## config.mk

```make
export PLATFORM = sky130hd
export DESIGN_NAME = vga_timing_gen
export DESIGN_NICKNAME = d
export VERILOG_FILES = /design/src/rtl/vga_timing_gen.sv
export SDC_FILE = /design/constraint.sdc
export NUM_CORES = 1
export LEC_CHECK = 0
export CORE_MARGIN = 5
export CORE_UTILIZATION = 45
export CTS_CLUSTER_SIZE = 14
export DETAILED_ROUTE_END_ITERATION = 10
export PLACE_DENSITY = 0.81
export SLEW_MARGIN = 20
export SYNTH_ARGS = -nofsm -noshare
export SYNTH_HDL_FRONTEND = slang
export SYNTH_SLANG_ARGS = --single-unit
```

## constraint.sdc

```tcl
create_clock -name Clk -period 2.3 [get_ports Clk]
set_input_delay 0.69 -clock Clk [delete_from_list [all_inputs] [get_ports Clk]]
set_output_delay 0.69 -clock Clk [all_outputs]
set_load 0.05 [all_outputs]
```

## src/rtl/vga_timing_gen.sv

```systemverilog
// VGA raster timing: H/V counters with phase tracking, sync/blank delay stage, line/frame pulses.
// Define VGA_TIMING_CLKDIV_EN to advance the raster every second Clk (pixel clock = Clk/2).
module vga_timing_gen #(
    parameter int   REZ_MAX_WIDTH = 11,
    parameter int   H_ACTIVE      = 640,
    parameter int   H_FP          = 16,
    parameter int   H_SYNC        = 96,
    parameter int   H_BP          = 48,
    parameter int   V_ACTIVE      = 480,
    parameter int   V_FP          = 10,
    parameter int   V_SYNC        = 2,
    parameter int   V_BP          = 33,
    parameter logic H_SYNC_POL    = 1'b0,
    parameter logic V_SYNC_POL    = 1'b0
) (
    input  logic                     Clk,
    input  logic                     Rst,
    output logic [REZ_MAX_WIDTH-1:0] Count_h,
    output logic [REZ_MAX_WIDTH-1:0] Count_v,
    output logic [REZ_MAX_WIDTH-1:0] H_left_margin,
    output logic [REZ_MAX_WIDTH-1:0] H_right_margin,
    output logic [REZ_MAX_WIDTH-1:0] V_left_margin,
    output logic [REZ_MAX_WIDTH-1:0] V_right_margin,
    output logic                     Hsync,
    output logic                     Vsync,
    output logic                     Blank,
    output logic                     Line_start,
    output logic                     Frame_start
);

    typedef logic [REZ_MAX_WIDTH-1:0] cnt_t;

    localparam int H_TOT = H_SYNC + H_BP + H_ACTIVE + H_FP;
    localparam int V_TOT = V_SYNC + V_BP + V_ACTIVE + V_FP;

    localparam cnt_t H_SYNC_END = cnt_t'(H_SYNC - 1);
    localparam cnt_t H_BACK_END = cnt_t'(H_SYNC + H_BP - 1);
    localparam cnt_t H_ACT_END  = cnt_t'(H_SYNC + H_BP + H_ACTIVE - 1);
    localparam cnt_t H_TOT_END  = cnt_t'(H_TOT - 1);
    localparam cnt_t V_SYNC_END = cnt_t'(V_SYNC - 1);
    localparam cnt_t V_BACK_END = cnt_t'(V_SYNC + V_BP - 1);
    localparam cnt_t V_ACT_END  = cnt_t'(V_SYNC + V_BP + V_ACTIVE - 1);
    localparam cnt_t V_TOT_END  = cnt_t'(V_TOT - 1);

    typedef enum logic [1:0] {
        PH_SYNC   = 2'd0,
        PH_BACK   = 2'd1,
        PH_ACTIVE = 2'd2,
        PH_FRONT  = 2'd3
    } phase_t;

    phase_t phase_h, phase_h_nxt;
    phase_t phase_v, phase_v_nxt;
    cnt_t   count_h_nxt, count_v_nxt;
    logic   line_nxt, frame_nxt;
    logic   h_wrap, v_wrap;
    logic   pix_en;

    // Phase leaves its state on the advance out of its last counter value; FRONT exits only on wrap.
    function automatic phase_t phase_step(input phase_t ph, input cnt_t cnt,
                                          input cnt_t sync_end, input cnt_t back_end,
                                          input cnt_t act_end);
        phase_step = ph;
        case (ph)
            PH_SYNC:   if (cnt == sync_end) phase_step = PH_BACK;
            PH_BACK:   if (cnt == back_end) phase_step = PH_ACTIVE;
            PH_ACTIVE: if (cnt == act_end)  phase_step = PH_FRONT;
            default:   phase_step = ph;
        endcase
    endfunction

`ifdef VGA_TIMING_CLKDIV_EN
    always_ff @(posedge Clk or negedge Rst) begin
        if (!Rst) pix_en <= 1'b0;
        else      pix_en <= ~pix_en;
    end
`else
    assign pix_en = 1'b1;
`endif

    // Out-of-range counts also wrap, so a corrupted counter recovers within one line/frame.
    assign h_wrap = (Count_h >= H_TOT_END);
    assign v_wrap = (Count_v >= V_TOT_END);

    always_comb begin
        count_h_nxt = Count_h;
        count_v_nxt = Count_v;
        phase_h_nxt = phase_h;
        phase_v_nxt = phase_v;
        line_nxt    = 1'b0;
        frame_nxt   = 1'b0;
        if (pix_en) begin
            if (h_wrap) begin
                count_h_nxt = '0;
                phase_h_nxt = PH_SYNC;
                line_nxt    = 1'b1;
                if (v_wrap) begin
                    count_v_nxt = '0;
                    phase_v_nxt = PH_SYNC;
                    frame_nxt   = 1'b1;
                end else begin
                    count_v_nxt = Count_v + 1'b1;
                    phase_v_nxt = phase_step(phase_v, Count_v, V_SYNC_END, V_BACK_END, V_ACT_END);
                end
            end else begin
                count_h_nxt = Count_h + 1'b1;
                phase_h_nxt = phase_step(phase_h, Count_h, H_SYNC_END, H_BACK_END, H_ACT_END);
            end
        end
    end

    // Stage p0: raster counters, phases and start pulses
    always_ff @(posedge Clk or negedge Rst) begin
        if (!Rst) begin
            Count_h     <= '0;
            Count_v     <= '0;
            phase_h     <= PH_SYNC;
            phase_v     <= PH_SYNC;
            Line_start  <= 1'b0;
            Frame_start <= 1'b0;
        end else begin
            Count_h     <= count_h_nxt;
            Count_v     <= count_v_nxt;
            phase_h     <= phase_h_nxt;
            phase_v     <= phase_v_nxt;
            Line_start  <= line_nxt;
            Frame_start <= frame_nxt;
        end
    end

    // Stage p1: sync/blank decoded from the p0 phases, one Clk behind the counters
    always_ff @(posedge Clk or negedge Rst) begin
        if (!Rst) begin
            Hsync <= ~H_SYNC_POL;
            Vsync <= ~V_SYNC_POL;
            Blank <= 1'b1;
        end else begin
            Hsync <= (phase_h == PH_SYNC) ? H_SYNC_POL : ~H_SYNC_POL;
            Vsync <= (phase_v == PH_SYNC) ? V_SYNC_POL : ~V_SYNC_POL;
            Blank <= !((phase_h == PH_ACTIVE) && (phase_v == PH_ACTIVE));
        end
    end

    always_ff @(posedge Clk or negedge Rst) begin
        if (!Rst) begin
            H_left_margin  <= '0;
            H_right_margin <= '0;
            V_left_margin  <= '0;
            V_right_margin <= '0;
        end else begin
            H_left_margin  <= cnt_t'(H_SYNC + H_BP);
            H_right_margin <= H_ACT_END;
            V_left_margin  <= cnt_t'(V_SYNC + V_BP);
            V_right_margin <= V_ACT_END;
        end
    end

endmodule

```

==> reports/results.tsv, run 1 <==
stage	metric	value	unit
placed_design	port buffer count	41	
timing	Slew HR	65.30	%
yosys	Synth cell types	41	
worst_hold_path	Hold/Removal Path Class	reg2reg	
global_routing	Tot GR Track Use	14.61	%
pwr	Leak	1.136	nW
timing	Peak Freq	449.4	MHz
cts	clock sink total	32	
timing	Fin. Hold Viols	0	
placed_design	Post-DP Area	2253	sq um
placed_design	Final HPWL DP	3019	microns
worst_setup_path	worst setup path class	reg2out	
timing	hold slack final	0.5097	ns
worst_setup_path	CP max FO	5	
drt	via count	1542	
timing	fin crit period	2.225	ns
cts	CTS max path bufs	2	
global_routing	pin count of the biggest net entering global routing	33	
cells_and_area	final non-filler cell total	309	
placed_design	dpl cells	301	
cells_and_area	fillcell total	404	
yosys	Area contributors post-synth	dfrtp_1 36%, buf_4 16%, ha_1 7.4%	
floorplanning	Ports	73	
job	Max Cap Viol	0	
worst_setup_path	CP endpoint kind	output pin	
worst_setup_path	Crit path max-delay family	buffers and inverters	
floorplanning	DIE WIDTH	76.95	microns
cts	Resized Gates After CTS	0	
yosys	Async SR Flop Fraction	100.0	%
timing	Final setup viols	0	
placed_design	GP Congestion	0.8753	
timing	Worst-Margin Slew	0.5189	ns
cts	root buf cell	clkbuf_8	
timing	final worst-path cycle share	96.74	%
floorplanning	Initial Utilization	46.32	%
pwr	pwr dens	892.9	nW/um^2
yosys	Commonest cells post-synth	43 x buf_4, 29 x dfrtp_1, 19 x nor2_1	
global_routing	initial antenna violation count	0	
yosys	Post-Synthesis Cells	216	
drt	# DRC	0	
yosys	post-synth top area share	35.98	%
timing	Final Slew Violations	0	
yosys	EDFF count, synth	0	
drt	post-detailed-route count of antenna-violating nets	0	
yosys	Synth area leader	dfrtp_1	
cts	total CTS buffers	5	
floorplanning	Rows	24	
cts	worst-skew pair later-pin latency	0.28	ns
global_routing	vias in the first global route	1464	
drt	DR WL/cell	13.30	microns
global_routing	total gr overflow	0	
cts	CTS tree	done	
yosys	most common cell in the netlist	buf_4	
drt	final wirelength	4109	microns
cells_and_area	antenna cells	0	
cells_and_area	final instance area	2354	sq um
floorplanning	DIE AREA	5921	sq um
yosys	Seq/Total Area, Yosys	39.89	%
yosys	Synthesis Warnings	0	
worst_setup_path	WP data required	1.61	ns
cts	cts hold-fix bufs	0	
worst_setup_path	CP Cell Sequence	clkdlybuf4s50_1	
cts	htree depth	2	
pwr	maximum VDD drop	0.6211	mV
cells_and_area	Syn-to-layout area delta	16.69	%
yosys	Synth Cell Area	2017	sq um
cells_and_area	layout cells sized above 1	23.35	%
global_routing	first-pass GRT wire length	7155	microns
outcome	outcome	finished, final reports clean	
timing	clk_skew	0.007270	ns
worst_setup_path	worst path buffer plus inverter count	1	
yosys	post-synthesis register bit count	32	
worst_setup_path	Worst EP arrival	1.54	ns
cts	postcts setup bufs	0	
timing	setup TNS	0	ns
worst_setup_path	CP max stage delay	0.84	ns
timing	RSZ-0062 raised after global routing	no	
worst_setup_path	CP max stage cell	clkdlybuf4s50_1	
floorplanning	Placeable Area	4354	sq um
yosys	mean area per synthesized cell	9.338	sq um
cts	Reg clk slew, reported paths	0.07	ns
drt	Iter 0 DRT Violations	138	
drt	Via density	4.990	
cells_and_area	final-stage net count	270	
drt	Initial DRT Pass Iterations	4	
worst_setup_path	CP startpoint kind	flop	
floorplanning	Die Y	76.95	microns
yosys	ys flop type	dfrtp_1	
-- layout make-up --
class	count	area, sq um	share of cell area (%)
Clock buffer	8	90.09	3.828
Tap cell	52	65.06	2.764
Multi-Input combinational cell	154	938.4	39.87
Timing Repair Buffer	50	402.9	17.12
Inverter	13	48.80	2.073
Sequential cell	32	808.3	34.34
-- power breakdown --
group          total, W  internal, W  switching [W]
sequential     0.000774     0.000657       0.000116
combinational  0.000879     0.000269       0.000610
clock          0.000448     0.000244       0.000204
-- metal layers --
| layer | routed length (microns) | global-route usage [%] | vias to the layer above |
|---|---|---|---|
| met3 | 416 | 5.738 | 6 |
| li1 | - | - | 752 |
| met1 | 1830 | 19.23 | 702 |
| met2 | 1807 | 21.99 | 82 |
| met4 | 55 | 4.545 | 0 |
| met5 | 0 | 0 | - |
-- state kept, by name, summed over array words and instances, names as in the netlist --
name           flops
Count_h           11
Vsync              1
Blank              1
Count_v           11
phase_h            2
Frame_start        1
Hsync              1
phase_v            2
Line_start         1
H_left_margin      1
-- metrics by stage --
| step | power, W | util (%) | worst slack (ns) |
|---|---|---|---|
| floorplan | 0.001473 | - | 0.04310 |
| global placement | 0.001654 | 51.75 | 0.1777 |
| detailed placement | 0.001662 | 51.75 | 0.07251 |
| CTS | 0.002122 | 53.82 | 0.04468 |
| global route | 0.002217 | 54.05 | 0.01075 |
| finish | 0.002102 | 54.05 | 0.07490 |
-- worst paths after layout --
path	start	end	slack (ns)	cells after the start
max reg2reg	Count_v[6]	Count_v[6]	0.10	4
max in group asynchronous	Rst	Blank	1.17	2
min	Count_h[0]	Count_h[0]	0.51	1
max	Count_h[0]	Count_h[0]	0.07	1
min reg2reg	Count_h[0]	Count_h[0]	0.51	1
min in group asynchronous	Rst	Count_h[1]	0.80	2
-- cells by family (layout without fill, tap and decap cells) --
| family | count (synthesis) | after routing | synth area share [%] |
|---|---|---|---|
| flip-flops | 32 | 32 | 39.89 |
| multiplexers | 2 | 2 | 0.9926 |
| XOR/XNOR | 6 | 6 | 2.605 |
| AO/OA/AOI/OAI | 35 | 35 | 11.48 |
| other | 2 | 33 | 0.3723 |
| AND/OR/NAND/NOR | 66 | 66 | 17.49 |
| buffers and inverters | 61 | 71 | 19.73 |
| adder cells (fa/ha/maj) | 12 | 12 | 7.444 |
-- cell usage in the layout, fill, tap and decap left out, drive strengths merged, types with 4 or more instances in the layout --
cell type	count
nand3	11
clkbuf	8
o21ai	15
clkdlybuf4s50	9
and2	4
buf	40
nor2	19
nand4	4
dfrtp	29
nand2	5
inv	13
xnor2	4
conb	33
nor3	10
ha	12
(Power assumes the default switching activity.)
==> run 2: changes to the inputs <==
--- a/config.mk
+++ b/config.mk
@@ -5,6 +5,7 @@
 export SDC_FILE = /design/constraint.sdc
 export NUM_CORES = 1
 export LEC_CHECK = 0
+export CORE_ASPECT_RATIO = 0.8
 export CORE_MARGIN = 5
 export CORE_UTILIZATION = 45
 export CTS_CLUSTER_SIZE = 14
==> run 2 against run 1 <==
Against the previous run:
- maximum frequency decreased by 2.1%
- first-iteration DRC count decreased by 57%
- non-clock buffer count decreased by 2
- cell area decreased by 0.16%
- largest cell class unchanged
- critical path depth unchanged
- clock skew decreased by 0.0016 ns
- highest routed layer unchanged
==> reports/results.tsv, run 2 (synthesis results as in run 1) <==
stage	metric	value	unit	change
cells_and_area	Syn-to-layout area delta	16.50	%	was 16.69%
placed_design	port buffer count	41		unchanged
timing	Fin. Hold Viols	0		unchanged
timing	final worst-path cycle share	98.79	%	was 96.74%
worst_setup_path	CP Depth	1		unchanged
cells_and_area	Top Registers	Count_h x11, Count_v x11		unchanged
worst_setup_path	Worst EP arrival	1.58	ns	was 1.54 ns
timing	Peak Freq	440.1	MHz	was 449.4 MHz
cts	Resized Gates After CTS	0		unchanged
drt	Initial DRT Pass Iterations	4		unchanged
drt	DR WL/cell	13.67	microns	was 13.30 microns
cts	CTS max path bufs	2		unchanged
floorplanning	Die Y	69.88	microns	was 76.95 microns
cells_and_area	commonest cells after routing, fill and taps aside	36 x buf_4, 33 x conb_1, 26 x dfrtp_1, 19 x nor2_1, 15 x o21ai_0		was 40 x buf_4, 33 x conb_1, 26 x dfrtp_1, 19 x nor2_1, 15 x o21ai_0
timing	hold slack final	0.5057	ns	was 0.5097 ns
placed_design	GP Congestion	0.8019		was 0.8753
drt	met2 wire length	1901	microns	was 1807 microns
cells_and_area	multi-input logic area	930.9	sq um	was 938.4 sq um
timing	setup TNS	0	ns	unchanged
pwr	maximum VDD drop	0.4894	mV	was 0.6211 mV
cts	cts hold-fix bufs	0		unchanged
outcome	outcome	finished, final reports clean		unchanged
worst_setup_path	worst path buffer plus inverter count	1		unchanged
drt	via count	1545		was 1542
timing	Worst-Margin Slew	0.5024	ns	was 0.5189 ns
worst_setup_path	CP max FO	6		was 5
global_routing	vias in the first global route	1441		was 1464
worst_hold_path	Hold Path Stages	1		unchanged
cells_and_area	Reg area	808.3	sq um	unchanged
floorplanning	DIE WIDTH	84.85	microns	was 76.95 microns
timing	fin crit period	2.272	ns	was 2.225 ns
pwr	pwr dens	890.6	nW/um^2	was 892.9 nW/um^2
pwr	sw power	0.0009280	W	was 0.0009311 W
placed_design	Final HPWL DP	3083	microns	was 3019 microns
cells_and_area	fillcell total	396		was 404
pwr	Leak	1.104	nW	was 1.136 nW
cells_and_area	layout cells sized above 1	21.96	%	was 23.35%
floorplanning	Placeable Area	4257	sq um	was 4354 sq um
floorplanning	Initial Utilization	47.38	%	was 46.32%
global_routing	first-pass GRT wire length	6927	microns	was 7155 microns
worst_setup_path	Crit path max-delay family	buffers and inverters		unchanged
worst_setup_path	CP max stage cell	clkdlybuf4s50_1		unchanged
timing	Final Slew Violations	0		unchanged
drt	final wirelength	4265	microns	was 4109 microns
worst_setup_path	CP endpoint kind	output pin		unchanged
pwr	P_int	0.001165	W	was 0.001170 W
cts	htree depth	2		unchanged
cts	postcts setup bufs	0		unchanged
worst_setup_path	CP Cell Sequence	clkdlybuf4s50_1		unchanged
floorplanning	Rows	21		was 24
timing	RSZ-0062 raised after global routing	no		unchanged
drt	post-detailed-route count of antenna-violating nets	0		unchanged
cts	CTS tree	done		unchanged
timing	Final setup viols	0		unchanged
cells_and_area	antenna cells	0		unchanged
cts	total CTS buffers	5		unchanged
pwr	Comb pwr share	41.5	%	was 41.8%
global_routing	Tot GR Track Use	14.61	%	about the same
drt	met3 WL post-DR	444	microns	was 416 microns
drt	Iter 0 DRT Violations	59		was 138
cells_and_area	commonest non-fill, non-tap cell in the layout	buf_4		unchanged
worst_setup_path	worst setup path class	reg2out		unchanged
worst_setup_path	R2R depth	7		was 4
floorplanning	Ports	73		unchanged
job	Max Cap Viol	0		unchanged
cells_and_area	final-stage net count	268		was 270
floorplanning	DIE AREA	5929	sq um	was 5921 sq um
drt	Via density	4.952		was 4.990
worst_setup_path	WP data required	1.61	ns	about the same
global_routing	total gr overflow	0		unchanged
cts	root buf cell	clkbuf_8		unchanged
global_routing	initial antenna violation count	0		unchanged
cts	clock sink total	32		unchanged
cts	Reg clk slew, reported paths	0.07	ns	about the same
pwr	total power	0.002093	W	was 0.002102 W
worst_setup_path	CP max stage delay	0.84	ns	about the same
global_routing	pin count of the biggest net entering global routing	33		unchanged
drt	# DRC	0		unchanged
pwr	sw frac	44.34	%	was 44.31%
placed_design	pre-CTS setup slack	0.1791	ns	was 0.07251 ns
pwr	clock power share	21.3	%	about the same
pwr	Sequential Power Share	37.2	%	was 36.8%
drt	Top Metal Used	met4		unchanged
timing	Slew HR	66.40	%	was 65.30%
worst_hold_path	Hold/Removal Path Class	reg2reg		unchanged
timing	clk_skew	0.005685	ns	was 0.007270 ns
cts	worst-skew pair later-pin latency	0.29	ns	was 0.28 ns
drt	met1 wire length	1851	microns	was 1830 microns
timing	fin worst setup slack	0.02781	ns	was 0.07490 ns
worst_setup_path	CP startpoint kind	flop		unchanged
## run 2: cell count changes in the layout (fill, tap and decap cells not counted)
cell	delta
clkdlybuf4s50_1	+2
o41ai_2	-1
buf_4	-4
o41ai_1	+1
buf_12	+1
dlymetal6s2s_1	-1
## run 2: power by group through the flow
stage / clock network, W / logic (W) / registers [W]
6_report: 0.000447 / 0.000868 / 0.000778
5_1_grt: 0.000480 / 0.000931 / 0.000798
4_1_cts: 0.000455 / 0.000874 / 0.000777
3_5_place_dp: 0 / 0.000868 / 0.000787
3_3_place_gp: 0 / 0.000865 / 0.000780
2_1_floorplan: 0 / 0.000463 / 0.00101
## run 2: area by class of cell
type,instances,area share (%)
multi-input combinational,154,39.62
sequential,32,34.40
clock buffer,8,3.834
timing repair buffer,48,17.04
tap,57,3.035
inverter,13,2.077
## run 2: metrics by stage
stage | util (%) | cells | cell area, sq um
floorplan | - | 247 | 2137
finish | 55.20 | 312 | 2350
global route | 55.20 | 312 | 2350
global placement | 53.09 | 304 | 2260
CTS | 55.20 | 312 | 2350
detailed placement | 53.09 | 304 | 2260
## run 2: final timing paths
kind / startpoint / to / slack [ns]
max: Count_h[5] / Count_h[5] / 0.03
min: Count_h[0] / Count_h[0] / 0.51
max reg2reg: Count_v[0] / phase_v[1] / 0.17
min reg2reg: Count_h[0] / Count_h[0] / 0.51
max in group asynchronous: Rst / Vsync / 1.17
min in group asynchronous: Rst / Line_start / 0.80
## run 2: metal layers
| metal | GRT usage (%) | vias up |
|---|---|---|
| met2 | 22.94 | 82 |
| met4 | 6.503 | 0 |
| met3 | 5.758 | 8 |
| li1 | - | 741 |
| met1 | 17.67 | 714 |
| met5 | 0 | - |
